==> src/rtl/mips_pkg.sv <==
// Shared MIPS pipeline types: data width, forwarding select codes,
// and the per-stage stall/flush control bundle.
package mips_pkg;

  localparam int DATA_W = 32;

  typedef enum logic [1:0] {
    FWD_REG   = 2'd0,
    FWD_EXMEM = 2'd1,
    FWD_MEMWB = 2'd2,
    FWD_IMM   = 2'd3
  } fwd_sel_e;

  typedef struct packed {
    logic stall;
    logic flush;
  } stage_ctrl_t;

endpackage

==> src/rtl/mux_n.sv <==
// Combinational NUM_IN:1 selector with out-of-range select indicator.
// Ports: sel, data_in (packed, input k at [k*WIDTH +: WIDTH]), data_out, oor.
module mux_n #(
  parameter int WIDTH  = 32,
  parameter int NUM_IN = 4,
  parameter int SEL_W  = $clog2(NUM_IN)
) (
  input  logic [SEL_W-1:0]        sel,
  input  logic [NUM_IN*WIDTH-1:0] data_in,
  output logic [WIDTH-1:0]        data_out,
  output logic                    oor
);

  localparam logic [SEL_W:0] LIMIT = (SEL_W+1)'(NUM_IN);

  // Loop compare keeps every index in range; unmatched sel gives zero.
  always_comb begin
    data_out = '0;
    for (int k = 0; k < NUM_IN; k++) begin
      if (sel == SEL_W'(k)) begin
        data_out = data_in[k*WIDTH +: WIDTH];
      end
    end
  end

  assign oor = ({1'b0, sel} >= LIMIT);

endmodule

==> src/rtl/pipe_mux_reg.sv <==
// N-input selector with pipeline register, stall/flush, valid, sticky sel_err.
// Ports: clk, rst, stall, flush, in_valid, sel, data_in -> Out, out_valid, sel_err.
module pipe_mux_reg
  import mips_pkg::*;
#(
  parameter int                 WIDTH     = DATA_W,
  parameter int                 NUM_IN    = 4,
  localparam int                SEL_W     = $clog2(NUM_IN),
  parameter logic [WIDTH-1:0]   RESET_VAL = '0
) (
  input  logic                    clk,
  input  logic                    rst,
  input  logic                    stall,
  input  logic                    flush,
  input  logic                    in_valid,
  input  logic [SEL_W-1:0]        sel,
  input  logic [NUM_IN*WIDTH-1:0] data_in,
  output logic [WIDTH-1:0]        Out,
  output logic                    out_valid,
  output logic                    sel_err
);

  stage_ctrl_t      ctrl;
  logic [WIDTH-1:0] mux_out;
  logic             mux_oor;

  logic [WIDTH-1:0] out_d, out_q;
  logic             valid_d, valid_q;
  logic             err_d, err_q;

  assign ctrl = '{stall: stall, flush: flush};

  mux_n #(
    .WIDTH  (WIDTH),
    .NUM_IN (NUM_IN),
    .SEL_W  (SEL_W)
  ) u_mux (
    .sel      (sel),
    .data_in  (data_in),
    .data_out (mux_out),
    .oor      (mux_oor)
  );

  // flush > stall > load; rst is applied in the register itself.
  always_comb begin
    out_d   = out_q;
    valid_d = valid_q;
    err_d   = err_q;
    if (ctrl.flush) begin
      out_d   = RESET_VAL;
      valid_d = 1'b0;
    end else if (!ctrl.stall) begin
      if (mux_oor) begin
        out_d   = RESET_VAL;
        valid_d = 1'b0;
        err_d   = 1'b1;
      end else begin
        out_d   = mux_out;
        valid_d = in_valid;
      end
    end
  end

  always_ff @(posedge clk) begin
    if (rst) begin
      out_q   <= RESET_VAL;
      valid_q <= 1'b0;
      err_q   <= 1'b0;
    end else begin
      out_q   <= out_d;
      valid_q <= valid_d;
      err_q   <= err_d;
    end
  end

  assign Out       = out_q;
  assign out_valid = valid_q;
  assign sel_err   = err_q;

endmodule
==> config.mk <==
export PLATFORM = sky130hd
export DESIGN_NAME = pipe_mux_reg
export DESIGN_NICKNAME = d
export VERILOG_FILES = /design/src/rtl/mips_pkg.sv /design/src/rtl/mux_n.sv /design/src/rtl/pipe_mux_reg.sv
export SDC_FILE = /design/constraint.sdc
export NUM_CORES = 1
export LEC_CHECK = 0
export BUFFER_PORTS_ARGS = -buffer_cell sky130_fd_sc_hd__buf_2
export CAP_MARGIN = 10
export CORE_UTILIZATION = 34
export CTS_BUF_LIST = sky130_fd_sc_hd__clkbuf_16
export DETAILED_ROUTE_END_ITERATION = 12
export GPL_TIMING_DRIVEN = 0
export PLACE_DENSITY = 0.76
export SETUP_SLACK_MARGIN = 0.2
export SYNTH_ARGS = -nofsm -noshare
export SYNTH_HDL_FRONTEND = slang
export SYNTH_SLANG_ARGS = --single-unit
==> constraint.sdc <==
create_clock -name clk -period 1.2 [get_ports clk]
set_input_delay 0.18 -clock clk [delete_from_list [all_inputs] [get_ports clk]]
set_output_delay 0.18 -clock clk [all_outputs]
set_load 0.01 [all_outputs]
Yosys cells after proc, flatten, opt, wreduce, memory -nomap -nowiden
Index checks and enable logic that the tools add are counted.

Reduce and logical (&&, ||, !) cells: 2. Muxes and demuxes: 4. Equal/unequal tests: 3.

Operators by type and width (number): $mux 32 (4); $eq 2x2->1 const B (2); $eq 2x1->1 const B (1); $logic_not 2->1 (1); $reduce_or 2->1 (1).

Output and inout bits: 34. Input port bits: 135. Bits in registers: 33. Logic and storage cells: 11.

Longest topological paths before layout
Depth in word-level cells: 5. Gate-level depth with buffers: 6. Gate-level depth less buffers: 3.

Hierarchy
Synthesis repeated with hierarchy kept, for this count alone.

Cells, all modules: 192. Area, all modules: 2174.6 um^2.

By module, submodules not included: pipe_mux_reg (cells each 151, area an instance 1348.8 um^2, times used 1); mux_n (cells each 41, area an instance 825.8 um^2, times used 1).

Worst setup path after synthesis
No wires, ideal clock.

Kind: input-to-reg. Start point: in sel[1]. End point: reg out_q[0], in the netlist Out[0]. Stages: 5. Library setup time: 0.133 ns. Setup slack: 0.015 ns. Data arrival time: 1.053 ns. Data required time: 1.067 ns. Buffers on the path: 2. Cell sequence: buf_2 > buf_2 > mux2_2 > o22ai_1 > a21oi_1.

Word-level cells in the longest chain between the ends: 5.

Ends and longest elaborated chain: from (decl) (line pipe_mux_reg.sv:16) `input logic [SEL_W-1:0] sel,`; $logic_not 2->1 (line mux_n.sv:20) `if (sel == SEL_W'(k)) begin`; $mux 32 (3 in a row) (line mux_n.sv:20); $mux 32 * (line mux_n.sv:20); to (signal assigned) (line pipe_mux_reg.sv:70) `out_q <= out_d;`; to (decl) (line pipe_mux_reg.sv:27) `logic [WIDTH-1:0] out_d, out_q;`.

Mark *: on every way between the ends. The rest lies on a longest branch, timed or not. A chain may end at the register's enable or synchronous reset.

==> impl_metrics.json <==
{
  "coreArea_um2": 5510,
  "clk_path_buf_depth": 2,
  "ant_nets": 0,
  "viasPerCell": 5.22,
  "fin_ws_ns": 0.219,
  "pin_count": 169,
  "rsz0062_at_grt": "yes",
  "die_x_um": 77.6,
  "cp.required_ns": 1.34,
  "gp_congestion": 0.768,
  "syn_area_per_cell_um2": 10.2,
  "seq_power_share": 0.356,
  "antenna_cells": 0,
  "dp_hpwl_um": 5200,
  "status": "completed",
  "comb_power_share": 0.223,
  "power.internal_mw": 2.52,
  "antenna_found_initial": 0,
  "postPlaceCellArea_um2": 2940,
  "grt_pass1_wl_um": 10500,
  "place_ws_ns": -0.340,
  "cts_tree": "done",
  "maxSlewViolCount": 0,
  "grt_max_degree": 11,
  "fmax_mhz": 1020,
  "timing.final.hold_violations": 0,
  "skew_ns": 0,
  "critPathMaxFanout": 10,
  "critical-path-slowest-cell": "or3b_4",
  "netlist.area_leader.share": 0.340,
  "final_common_cell": "buf_2",
  "r2r-end": "Out[0]",
  "critPathMaxStageDelay_ns": 0.41,
  "timing.rr.start": "Out[0]",
  "firstDrtPassIters": 4,
  "layout_common_cells": "168 x buf_2, 33 x dfxtp_1, 32 x a21oi_1",
  "setup_viol": 0,
  "p_sw_frac": 0.239,
  "nets": 498,
  "r2r_cells": 2,
  "htreeDepth": 2,
  "pwr_density_cell_nw_per_um2": 1060,
  "synth.area.top_cells": "dfxtp_1 34%, mux2_2 13%, a21oi_1 8.2%",
  "crit_chain": "buf_2 > or3b_4 > buf_8 > o221ai_1 > a21oi_1",
  "ys_ff_latch": 33,
  "cts_made_buffers": 5,
  "critPathArrivalTime_ns": 1.12,
  "syn_area_um2": 1950,
  "finalSetupTns_ns": 0,
  "syn-num-nets": 326,
  "rrSetupSlack_ns": 0.51,
  "via_count": 2278,
  "hold_class": "input pin to flip-flop",
  "stdcell_area_um2": 3120,
  "die_area_um2": 6030,
  "syn-instance-count": 191,
  "vdd_drop_max_uv": 671,
  "clock_sinks": 33,
  "drv_cap": 0,
  "final_core_util": 0.567,
  "drive_above_1_share": 0.657,
  "yosysTopAreaCell": "dfxtp_1",
  "grt_pass1_vias": 2227,
  "crit_path_start_kind": "input pin",
  "clockPowerShare": 0.421,
  "ys_seq_area_frac": 0.340,
  "num_rows": 27,
  "track_usage": 0.223,
  "regArea_um2": 661,
  "start_util": 0.353,
  "post-cts-setup-buffers": 0,
  "multiInputGateArea_um2": 1200,
  "ys_warn_count": 0,
  "grt-ovfl-total": 0,
  "areaGrowthSynthToFinish_pct": 60.5,
  "clk_latency_ns": 0.27,
  "path_class": "input pin to flip-flop",
  "period_needed_ns": 0.981,
  "path_clk_slew_ns": 0.05,
  "p_sw_uw": 790,
  "total_leakage_power_nw": 1.47,
  "hold_depth": 3,
  "drt_iter0_drc": 67,
  "wl_um": 6600,
  "cts_hold_buf": 0,
  "root_buffer": "clkbuf_16",
  "die_h_um": 77.6,
  "worst_hold_slack_ns": 0.139,
  "wire_per_inst_um": 15.1,
  "fin_crit_sh": 0.817,
  "worstHoldEndpoint": "out_valid",
  "fillers": 493,
  "min_from": "in_valid",
  "ys_types": 20,
  "io_buffers": 165,
  "drc": 0,
  "crit_path_end_kind": "flip-flop"
}
==> how the worst max path moves through the flow <==
stage,from,endpoint,slack (ns),depth (start not counted)
after floorplan,sel[1],Out[10],0.05,5
after global placement,stall,Out[0],-0.31,5
after detailed placement,stall,Out[0],-0.34,5
after CTS,flush,Out[0],0.20,5
after global routing,sel[0],Out[1],0.19,6
final,stall,Out[0],0.22,5
==> kinds of logic (layout without fill, tap and decap cells) <==
group	count (synthesis)	in the layout	synth area share
compound gates	76	76	0.284
flops	33	33	0.340
mux	33	33	0.254
simple gates	25	25	0.0534
buf+inv	23	196	0.0669
other cells	1	1	0.00193
==> worst max-delay path, delay by kind of cell <==
kind | cells | cell delay [ns]
buffers and inverters | 2 | 0.30
AND/OR/NAND/NOR | 1 | 0.41
AO/OA/AOI/OAI | 2 | 0.22
==> cell usage after synthesis <==
cell type,n
mux4_2,7
mux2i_1,1
o22ai_1,22
buf_4,1
mux2_2,22
nand2_1,21
conb_1,1
buf_2,8
or3b_4,1
mux4_1,3
inv_2,1
buf_6,4
a21oi_1,32
buf_1,1
o221ai_1,12
clkbuf_1,8
dfxtp_1,33
o221ai_2,10
or2_2,1
nor2_1,2
==> power groups by stage <==
stage          combinational [mW]  sequential, mW  clock (mW)
2_1_floorplan               0.370            1.22           0
3_3_place_gp                0.714            1.20           0
3_5_place_dp                0.733            1.20           0
4_1_cts                     0.737            1.18        1.43
5_1_grt                     0.806            1.18        1.49
6_report                    0.739            1.18        1.39
==> metrics by stage <==
| stage | total power, mW | instances |
|---|---|---|
| floorplan | 1.59 | 191 |
| global placement | 1.91 | 428 |
| detailed placement | 1.93 | 428 |
| CTS | 3.35 | 436 |
| global route | 3.48 | 436 |
| finish | 3.31 | 436 |
==> timing repair <==
item | CTS | global route
pin swaps | 1 | 0
endpoints found under the setup margin | 12 | 26
cloned | 0 | 0
hold endpoints to repair | 0 | 0
resized for setup | 3 | 11
==> flip-flops by register name, indices dropped and copies added (netlist names) <==
name,cells
Out,32
out_valid,1
==> cell type report <==
cell class,instances,share of cell area
repair buffers,165,0.264
multi-input cells,135,0.385
inverters,1,0.00120
well taps,72,0.0288
plain buffers,22,0.0573
clock inverters,3,0.0120
flip-flops and latches,33,0.212
clock buffers,5,0.0401
==> layer usage <==
| layer | global-route usage | share of wire | vias to the layer above |
|---|---|---|---|
| li1 | - | - | 1097 |
| met1 | 0.250 | 0.39 | 1063 |
| met2 | 0.413 | 0.52 | 110 |
| met3 | 0.0541 | 0.075 | 8 |
| met4 | 0.0642 | 0.012 | 0 |
| met5 | 0 | 0 | - |
(Power assumes the default switching activity.)
